[config.mk]
export PLATFORM = sky130hd
export DESIGN_NAME = trig_event_stamp
export DESIGN_NICKNAME = d
export VERILOG_FILES = /design/src/rtl/trig_pkg.sv /design/src/rtl/trig_evt_fifo.sv /design/src/rtl/trig_event_stamp.sv
export SDC_FILE = /design/constraint.sdc
export NUM_CORES = 1
export LEC_CHECK = 0
export CAP_MARGIN = 20
export CORE_MARGIN = 4
export CORE_UTILIZATION = 54
export DETAILED_ROUTE_END_ITERATION = 8
export PLACE_DENSITY = 0.86
export SETUP_SLACK_MARGIN = 0.2
export SYNTH_ARGS = -nofsm -noshare
export SYNTH_HDL_FRONTEND = slang
export SYNTH_SLANG_ARGS = --single-unit
[constraint.sdc]
create_clock -name adc_clk -period 3.9 [get_ports adc_clk]
set_input_delay 0.585 -clock adc_clk [delete_from_list [all_inputs] [get_ports adc_clk]]
set_output_delay 0.585 -clock adc_clk [all_outputs]
set_load 0.01 [all_outputs]
[src/rtl/trig_pkg.sv]
// Shared definitions for the trigger event stamper.
//   state_e  : FSM state encoding (IDLE=0, ARMED=1, WAIT_T1=2, DONE=3)
//   EVT_*    : two-bit event codes carried in the top bits of every event word
//   WAIT_W   : width of the T1 wait counter, which matches the timeout_cycles port
package trig_pkg;

   typedef enum logic [1:0] {
      ST_IDLE    = 2'd0,
      ST_ARMED   = 2'd1,
      ST_WAIT_T1 = 2'd2,
      ST_DONE    = 2'd3
   } state_e;

   localparam logic [1:0] EVT_T0  = 2'b01;
   localparam logic [1:0] EVT_T1  = 2'b10;
   localparam logic [1:0] EVT_TMO = 2'b11;

   localparam int WAIT_W = 24;

endpackage

[src/rtl/trig_evt_fifo.sv]
// Event FIFO with a valid/ready read port.
// Parameters: WIDTH (word width), DEPTH (power of two, >= 2).
// Ports:
//   clk_i, rst_n_i        : clock, async active-low reset
//   push_i, push_data_i   : write request and word
//   valid_o, ready_i      : read handshake; a pop happens when both are high
//   data_o                : head word, held stable while valid_o && !ready_i
//   drop_o                : a push was refused because the FIFO was full with no pop
module trig_evt_fifo #(
   parameter int WIDTH = 34,
   parameter int DEPTH = 4
) (
   input  logic             clk_i,
   input  logic             rst_n_i,
   input  logic             push_i,
   input  logic [WIDTH-1:0] push_data_i,
   output logic             valid_o,
   input  logic             ready_i,
   output logic [WIDTH-1:0] data_o,
   output logic             drop_o
);

   localparam int AW = $clog2(DEPTH);

   logic [WIDTH-1:0] mem_q [DEPTH];
   // One extra MSB on each pointer separates full from empty.
   logic [AW:0]      wr_ptr_q;
   logic [AW:0]      rd_ptr_q;
   logic             full;
   logic             pop;
   logic             push_ok;

   assign valid_o = (wr_ptr_q != rd_ptr_q);
   assign full    = (wr_ptr_q[AW] != rd_ptr_q[AW]) &&
                    (wr_ptr_q[AW-1:0] == rd_ptr_q[AW-1:0]);
   assign pop     = valid_o && ready_i;
   // A full FIFO still accepts a push when the head leaves in the same cycle.
   assign push_ok = push_i && (!full || pop);
   assign drop_o  = push_i && full && !pop;
   assign data_o  = mem_q[rd_ptr_q[AW-1:0]];

   always_ff @(posedge clk_i or negedge rst_n_i) begin
      if (!rst_n_i) begin
         wr_ptr_q <= '0;
         rd_ptr_q <= '0;
         for (int i = 0; i < DEPTH; i++) begin
            mem_q[i] <= '0;
         end
      end else begin
         if (push_ok) begin
            mem_q[wr_ptr_q[AW-1:0]] <= push_data_i;
            wr_ptr_q                <= wr_ptr_q + 1'b1;
         end
         if (pop) begin
            rd_ptr_q <= rd_ptr_q + 1'b1;
         end
      end
   end

endmodule

[src/rtl/trig_event_stamp.sv]
// Trigger event stamper: timestamps a trigger0 edge, then either a trigger1
// edge or a wait timeout, and queues the records for a valid/ready consumer.
// Build option: define TRIG_STAMP_DELTA_EN to report the T1 payload as
// (ts1 - ts0) instead of the absolute timestamp; otherwise no ts0 register.
// Parameters: TS_WIDTH (timestamp width), FIFO_DEPTH (power of two, >= 2).
// Ports:
//   adc_clk, adc_rstn         : clock, async active-low reset
//   arm, abort                : capture start request / return to IDLE
//   trigger0, trigger1        : trigger levels, rising edges are events
//   timeout_cycles            : T1 wait limit, 0 = no timeout
//   m_valid, m_ready, m_data  : event stream, m_data = {code[1:0], payload}
//   state_o                   : current FSM state
//   overflow                  : sticky, an event was dropped
//
// state    | meaning
// IDLE     | waiting for arm
// ARMED    | waiting for a trigger0 rising edge
// WAIT_T1  | T0 recorded, waiting for trigger1 edge or timeout
// DONE     | capture finished, arm starts another
module trig_event_stamp
   import trig_pkg::*;
#(
   parameter int TS_WIDTH   = 32,
   parameter int FIFO_DEPTH = 4
) (
   input  logic                adc_clk,
   input  logic                adc_rstn,
   input  logic                arm,
   input  logic                abort,
   input  logic                trigger0,
   input  logic                trigger1,
   input  logic [WAIT_W-1:0]   timeout_cycles,
   output logic                m_valid,
   input  logic                m_ready,
   output logic [TS_WIDTH+1:0] m_data,
   output logic [1:0]          state_o,
   output logic                overflow
);

   state_e              state_q;
   logic [TS_WIDTH-1:0] ts_q;
   logic                trig0_q;
   logic                trig1_q;
   logic [WAIT_W-1:0]   wait_q;
   logic                ovf_q;
`ifdef TRIG_STAMP_DELTA_EN
   logic [TS_WIDTH-1:0] ts0_q;
`endif

   logic                edge0;
   logic                edge1;
   logic [WAIT_W-1:0]   wait_inc;
   logic                tmo_hit;
   logic [TS_WIDTH-1:0] t1_payload;
   logic                push;
   logic [TS_WIDTH+1:0] push_word;
   logic                drop;

   assign edge0    = trigger0 && !trig0_q;
   assign edge1    = trigger1 && !trig1_q;
   // wait_q counts completed WAIT_T1 cycles, so this cycle is number wait_q+1.
   assign wait_inc = wait_q + WAIT_W'(1);
   assign tmo_hit  = (timeout_cycles != '0) && (wait_inc == timeout_cycles);

`ifdef TRIG_STAMP_DELTA_EN
   assign t1_payload = ts_q - ts0_q;
`else
   assign t1_payload = ts_q;
`endif

   always_comb begin
      push      = 1'b0;
      push_word = '0;
      if (!abort) begin
         case (state_q)
            ST_ARMED: begin
               if (edge0) begin
                  push      = 1'b1;
                  push_word = {EVT_T0, ts_q};
               end
            end
            ST_WAIT_T1: begin
               // trigger1 wins over a timeout landing in the same cycle.
               if (edge1) begin
                  push      = 1'b1;
                  push_word = {EVT_T1, t1_payload};
               end else if (tmo_hit) begin
                  push      = 1'b1;
                  push_word = {EVT_TMO, TS_WIDTH'(wait_inc)};
               end
            end
            default: ;
         endcase
      end
   end

   always_ff @(posedge adc_clk or negedge adc_rstn) begin
      if (!adc_rstn) begin
         state_q <= ST_IDLE;
         ts_q    <= '0;
         trig0_q <= 1'b0;
         trig1_q <= 1'b0;
         wait_q  <= '0;
         ovf_q   <= 1'b0;
`ifdef TRIG_STAMP_DELTA_EN
         ts0_q   <= '0;
`endif
      end else begin
         ts_q    <= ts_q + TS_WIDTH'(1);
         trig0_q <= trigger0;
         trig1_q <= trigger1;
         if (drop) begin
            ovf_q <= 1'b1;
         end
         if (abort) begin
            state_q <= ST_IDLE;
         end else begin
            case (state_q)
               ST_IDLE, ST_DONE: begin
                  if (arm) begin
                     state_q <= ST_ARMED;
                     ovf_q   <= 1'b0;
                  end
               end
               ST_ARMED: begin
                  if (edge0) begin
                     state_q <= ST_WAIT_T1;
                     wait_q  <= '0;
`ifdef TRIG_STAMP_DELTA_EN
                     ts0_q   <= ts_q;
`endif
                  end
               end
               ST_WAIT_T1: begin
                  wait_q <= wait_inc;
                  if (edge1 || tmo_hit) begin
                     state_q <= ST_DONE;
                  end
               end
               default: state_q <= ST_IDLE;
            endcase
         end
      end
   end

   assign state_o  = state_q;
   assign overflow = ovf_q;

   trig_evt_fifo #(
      .WIDTH (TS_WIDTH + 2),
      .DEPTH (FIFO_DEPTH)
   ) u_fifo (
      .clk_i       (adc_clk),
      .rst_n_i     (adc_rstn),
      .push_i      (push),
      .push_data_i (push_word),
      .valid_o     (m_valid),
      .ready_i     (m_ready),
      .data_o      (m_data),
      .drop_o      (drop)
   );

endmodule

==> results_tabular.tex <==
\begin{tabular}{lr}
\hline
Metric & Value \\
\hline
\multicolumn{2}{l}{\textbf{CTS}} \\
\quad CTS tree & built \\
\quad Total number of H-tree levels & 1 \\
\quad Number of buffers added by the clock tree synthesis step & 22 \\
\quad CTS clk-pin slew, worst paths & 0.06 ns \\
\quad Count of hold-fix buffers inserted at cts & 0 \\
\quad Sink count of the clock tree & 203 \\
\quad Cell chosen for the clock root & clkbuf\_16 \\
\quad Deepest clock path buffer count & 3 \\
\quad Worst-skew pair later-pin latency & 0.51 ns \\
\multicolumn{2}{l}{\textbf{Run}} \\
\quad Number of maximum-capacitance constraint violations & 0 \\
\multicolumn{2}{l}{\textbf{Yosys}} \\
\quad Async S/R FF share, synth & 100.0\% \\
\quad Flip-flop and latch count after synthesis & 203 \\
\quad Post-Syn Instances & 963 \\
\quad Ys flop type & dfrtp\_1 \\
\quad Count of yosys warnings during synthesis & 0 \\
\quad Register area share after synthesis & 47.09\% \\
\quad Main area contributors after synthesis & dfrtp\_1 47\%, mux2i\_1 9.4\%, mux4\_2 7.1\%, xnor2\_1 4.2\%, inv\_1 4.2\% \\
\quad Cell Area, Synth & 10790 sq um \\
\quad Number of nets in the synthesized netlist & 1003 \\
\quad EDFF count, synth & 0 \\
\quad Top cell type by total area after synthesis & dfrtp\_1 \\
\quad Synthesized area divided by synthesized cell count & 11.20 sq um \\
\quad Number of distinct library cell variants in the gate-level netlist after synthesis & 63 \\
\quad Top cell type's share of synthesized area & 47.09\% \\
\multicolumn{2}{l}{\textbf{Route}} \\
\quad Total Routed Length & 30720 microns \\
\quad Number of detailed-routing iterations run before antenna repair & 5 \\
\quad Count of routing violations after the opening detailed-route iteration & 937 \\
\quad Drt via density & 6.137 \\
\quad Routed wirelength normalized by instance count & 22.27 microns \\
\quad Drc violations & 0 \\
\quad Post-route ant nets & 0 \\
\quad Vias & 8463 \\
\multicolumn{2}{l}{\textbf{Placement}} \\
\quad Pre-CTS setup slack & -0.1450 ns \\
\quad Cells after DPL & 1315 \\
\quad Final RePlAce weighted congestion & 0.9139 \\
\quad Dpl hpwl & 18530 microns \\
\quad Input/output buffers & 68 \\
\quad Dpl cell area & 12210 sq um \\
\multicolumn{2}{l}{\textbf{Global routing}} \\
\quad Maximum number of pins on one net before global-route repair & 117 \\
\quad Total routing resource utilization after global routing & 25.17\% \\
\quad Antenna violations before repair & 0 \\
\quad First-pass GRT wire length & 44990 microns \\
\quad Vias in the first global route & 8561 \\
\quad Remaining Overflow, GRT & 0 \\
\multicolumn{2}{l}{\textbf{Timing}} \\
\quad FMAX & 0.2627 GHz \\
\quad Setup repair after global routing missed its margin & true \\
\quad Count of endpoints failing hold in the final timing report & 0 \\
\quad Worst Setup Slack, final & 0.09363 ns \\
\quad Post-Route Skew & 0.01541 ns \\
\quad Final critical delay including setup and external delays & 3.806 ns \\
\quad Ratio of final minimum period to clock period & 97.60\% \\
\quad Total of endpoints with negative setup slack in the final report & 0 \\
\quad Final max-slew violation count & 0 \\
\quad Post-route worst hold slack & 0.1997 ns \\
\quad Max-slew headroom & 37.13\% \\
\quad Transition time of the tightest slew-check pin & 0.9430 ns \\
\multicolumn{2}{l}{\textbf{Critical path}} \\
\quad Class of the most critical setup path & reg2reg \\
\quad Largest driver fanout on the critical path & 7 \\
\quad Highest cell delay on the worst timing path & 0.45 ns \\
\quad Levels on crit path & 15 \\
\quad Critical register-to-register path startpoint & wait\_q[0] \\
\quad Destination of the worst register-to-register timing path & u\_fifo.mem\_q[97] \\
\quad Count of buffer and inverter cells on the critical path & 5 \\
\quad Endpoint of the most critical setup path & u\_fifo.mem\_q[97] \\
\quad Cell-by-cell trace of the critical path & ha\_2, buf\_6, nand4\_1, buf\_4, nor4\_4, and2\_4, a21oi\_2, a221o\_1, or3\_4, or4\_4, buf\_12, a21oi\_4, buf\_12, buf\_16, mux2\_1 \\
\quad Critical path's slowest cell & or4\_4 \\
\quad Worst setup startpoint & wait\_q[0] \\
\quad Minimum setup slack among reg-to-reg paths & 0.09 ns \\
\quad Data required time of the worst path & 4.28 ns \\
\quad Setup crit start kind & flip-flop \\
\quad Most common cell on crit path & buf\_12 \\
\quad Capturing element type of the critical path & flip-flop \\
\quad Worst EP arrival & 4.19 ns \\
\quad Number of cells on the worst reg-to-reg path & 15 \\
\quad Crit-path leading delay family & simple AND/OR/NAND/NOR gates \\
\multicolumn{2}{l}{\textbf{Finish}} \\
\quad Number of fill cells & 1294 \\
\quad Layout Area Growth over Synthesis & 27.69\% \\
\quad Share of post-route cells with drive strength above 1 & 23.16\% \\
\quad Number of nets in the finished design & 1142 \\
\quad Post-route cell area & 13770 sq um \\
\quad Final antenna diode count & 0 \\
\quad Final instance count without filler cells & 1379 \\
\multicolumn{2}{l}{\textbf{Pwr}} \\
\quad Share of total power consumed by net switching & 31.08\% \\
\quad Reported leakage power & 6.026 nW \\
\quad Gate power share & 30.0\% \\
\quad Switching power of the nets & 0.002275 W \\
\quad Sequential power share & 40.1\% \\
\quad Power per standard cell area & 531.4 nW/um\^{}2 \\
\quad Worst VDD drop & 0.2844 mV \\
\quad Clock network fraction of total power & 29.8\% \\
\quad Total power & 0.007319 W \\
\quad Pint & 0.005044 W \\
\multicolumn{2}{l}{\textbf{Die}} \\
\quad Area of the placeable core & 19530 sq um \\
\quad Initial Util & 55.24\% \\
\quad Die Area & 22300 sq um \\
\quad Ports & 69 \\
\quad Overall die width & 149.3 microns \\
\quad Die extent in y & 149.3 microns \\
\quad Number of placement rows & 51 \\
\multicolumn{2}{l}{\textbf{Run status}} \\
\quad Result of the run & completed \\
\multicolumn{2}{l}{\textbf{Worst hold path}} \\
\quad Worst hold path class & in2async \\
\hline
\end{tabular}
cells in the final DEF, fill, tap and decap left out, drive strengths merged, types with 3 or more instances in the layout:
cell           count
a21oi             16
nor2              39
o41ai              5
o31a               7
o31ai              8
nand2             49
nor3b              3
nand4             17
inv              121
dfrtp            203
mux2              39
o21ai             32
and4               4
nor4              14
o32a               4
and2              13
clkbuf            41
nand3b             5
buf               88
and3              15
mux4              34
xor2              22
or3                5
xnor2             52
mux2i            101
nand3             27
a21o               3
nand2b             7
clkdlybuf4s50     67
nor2b              5
clkinv             3
a22oi             15
ha                 9
nor3               7
or4                3
cell usage after synthesis, types with 5 or more instances:
library cell    n
xor2_1         22
nor2_1         39
nand4_1        16
nand2b_1        7
buf_4           7
o21ai_0        32
nand2_1        49
clkbuf_1       24
dfrtp_1       203
inv_1         121
o31a_1          7
and3_1         15
mux2i_1       101
nand3b_1        5
nor2b_1         5
o31ai_1         8
mux4_2         34
mux2_1         19
a22oi_1        15
nand3_1        26
mux2_2         20
or3_1           5
and2_1         13
nor4_1         12
ha_1            9
nor3_1          6
xnor2_1        52
a21oi_1        12
buf_6           6
buf_2           8
o41ai_1         5
layer usage:
layer	track usage (%)	share of wire [%]
met1	33.96	40
met2	43.27	50
met3	3.464	6.8
met4	6.545	3.4
met5	0	0
worst min-delay path by stage:
stage                     depth (start not counted)  slack [ns]      startpoint                 end
after floorplan                                   0        0.29        adc_rstn            overflow
after global placement                            1        0.45  t1_payload[31]      t1_payload[31]
after detailed placement                          1        0.46  t1_payload[31]      t1_payload[31]
after CTS                                         1        0.26        adc_rstn   u_fifo.mem_q[130]
after global routing                              1        0.28        adc_rstn  u_fifo.rd_ptr_q[2]
final                                             1        0.20        adc_rstn  u_fifo.rd_ptr_q[2]
logic make-up after synthesis:
logic type	count (synthesis)	synth area share, %
AO/OA/AOI/OAI	115	7.749
XOR/XNOR	74	6.009
adder cells (fa/ha/maj)	9	1.044
buffers and inverters	171	6.716
flip-flops	203	47.09
multiplexers	174	20.54
AND/OR/NAND/NOR	217	10.85
state kept, by name (all words and copies together) (netlist names):
name,count
trig0_q,1
state_o,2
t1_payload,32
u_fifo.mem_q,136
wait_q,24
u_fifo.wr_ptr_q,3
overflow,1
trig1_q,1
u_fifo.rd_ptr_q,3
power by group through the flow:
stage / clock network [W] / logic, W / registers (W)
floorplan: 0 / 0.00132 / 0.00278
global placement: 0 / 0.00199 / 0.00290
detailed placement: 0 / 0.00208 / 0.00294
CTS: 0.00219 / 0.00212 / 0.00292
global route: 0.00230 / 0.00236 / 0.00299
finish: 0.00218 / 0.00220 / 0.00294
per-stage QoR:
stage | util (%) | TNS (ns)
6_report | 70.54 | 0
3_5_place_dp | 62.53 | -13.02
4_1_cts | 67.75 | 0
3_3_place_gp | 62.53 | -6.943
5_1_grt | 70.54 | -0.1853
2_1_floorplan | - | 0
layout make-up:
| type | instances | area [sq um] | share of cell area (%) |
|---|---|---|---|
| multi-input combinational | 589 | 5301 | 38.49 |
| sequential | 203 | 5090 | 36.95 |
| timing repair buffer | 165 | 1842 | 13.37 |
| clock buffer | 31 | 675.6 | 4.906 |
| inverter | 121 | 454.2 | 3.298 |
| tap | 265 | 331.6 | 2.407 |
| clock inverter | 5 | 78.83 | 0.5723 |
repair_timing:
item | CTS | global route
gates cloned | 2 | 9
setup buffers | 11 | 5
gates resized for setup | 28 | 69
pin swaps | 10 | 13
setup endpoints to repair | 137 | 140
Power figures use the tool's default switching activity.
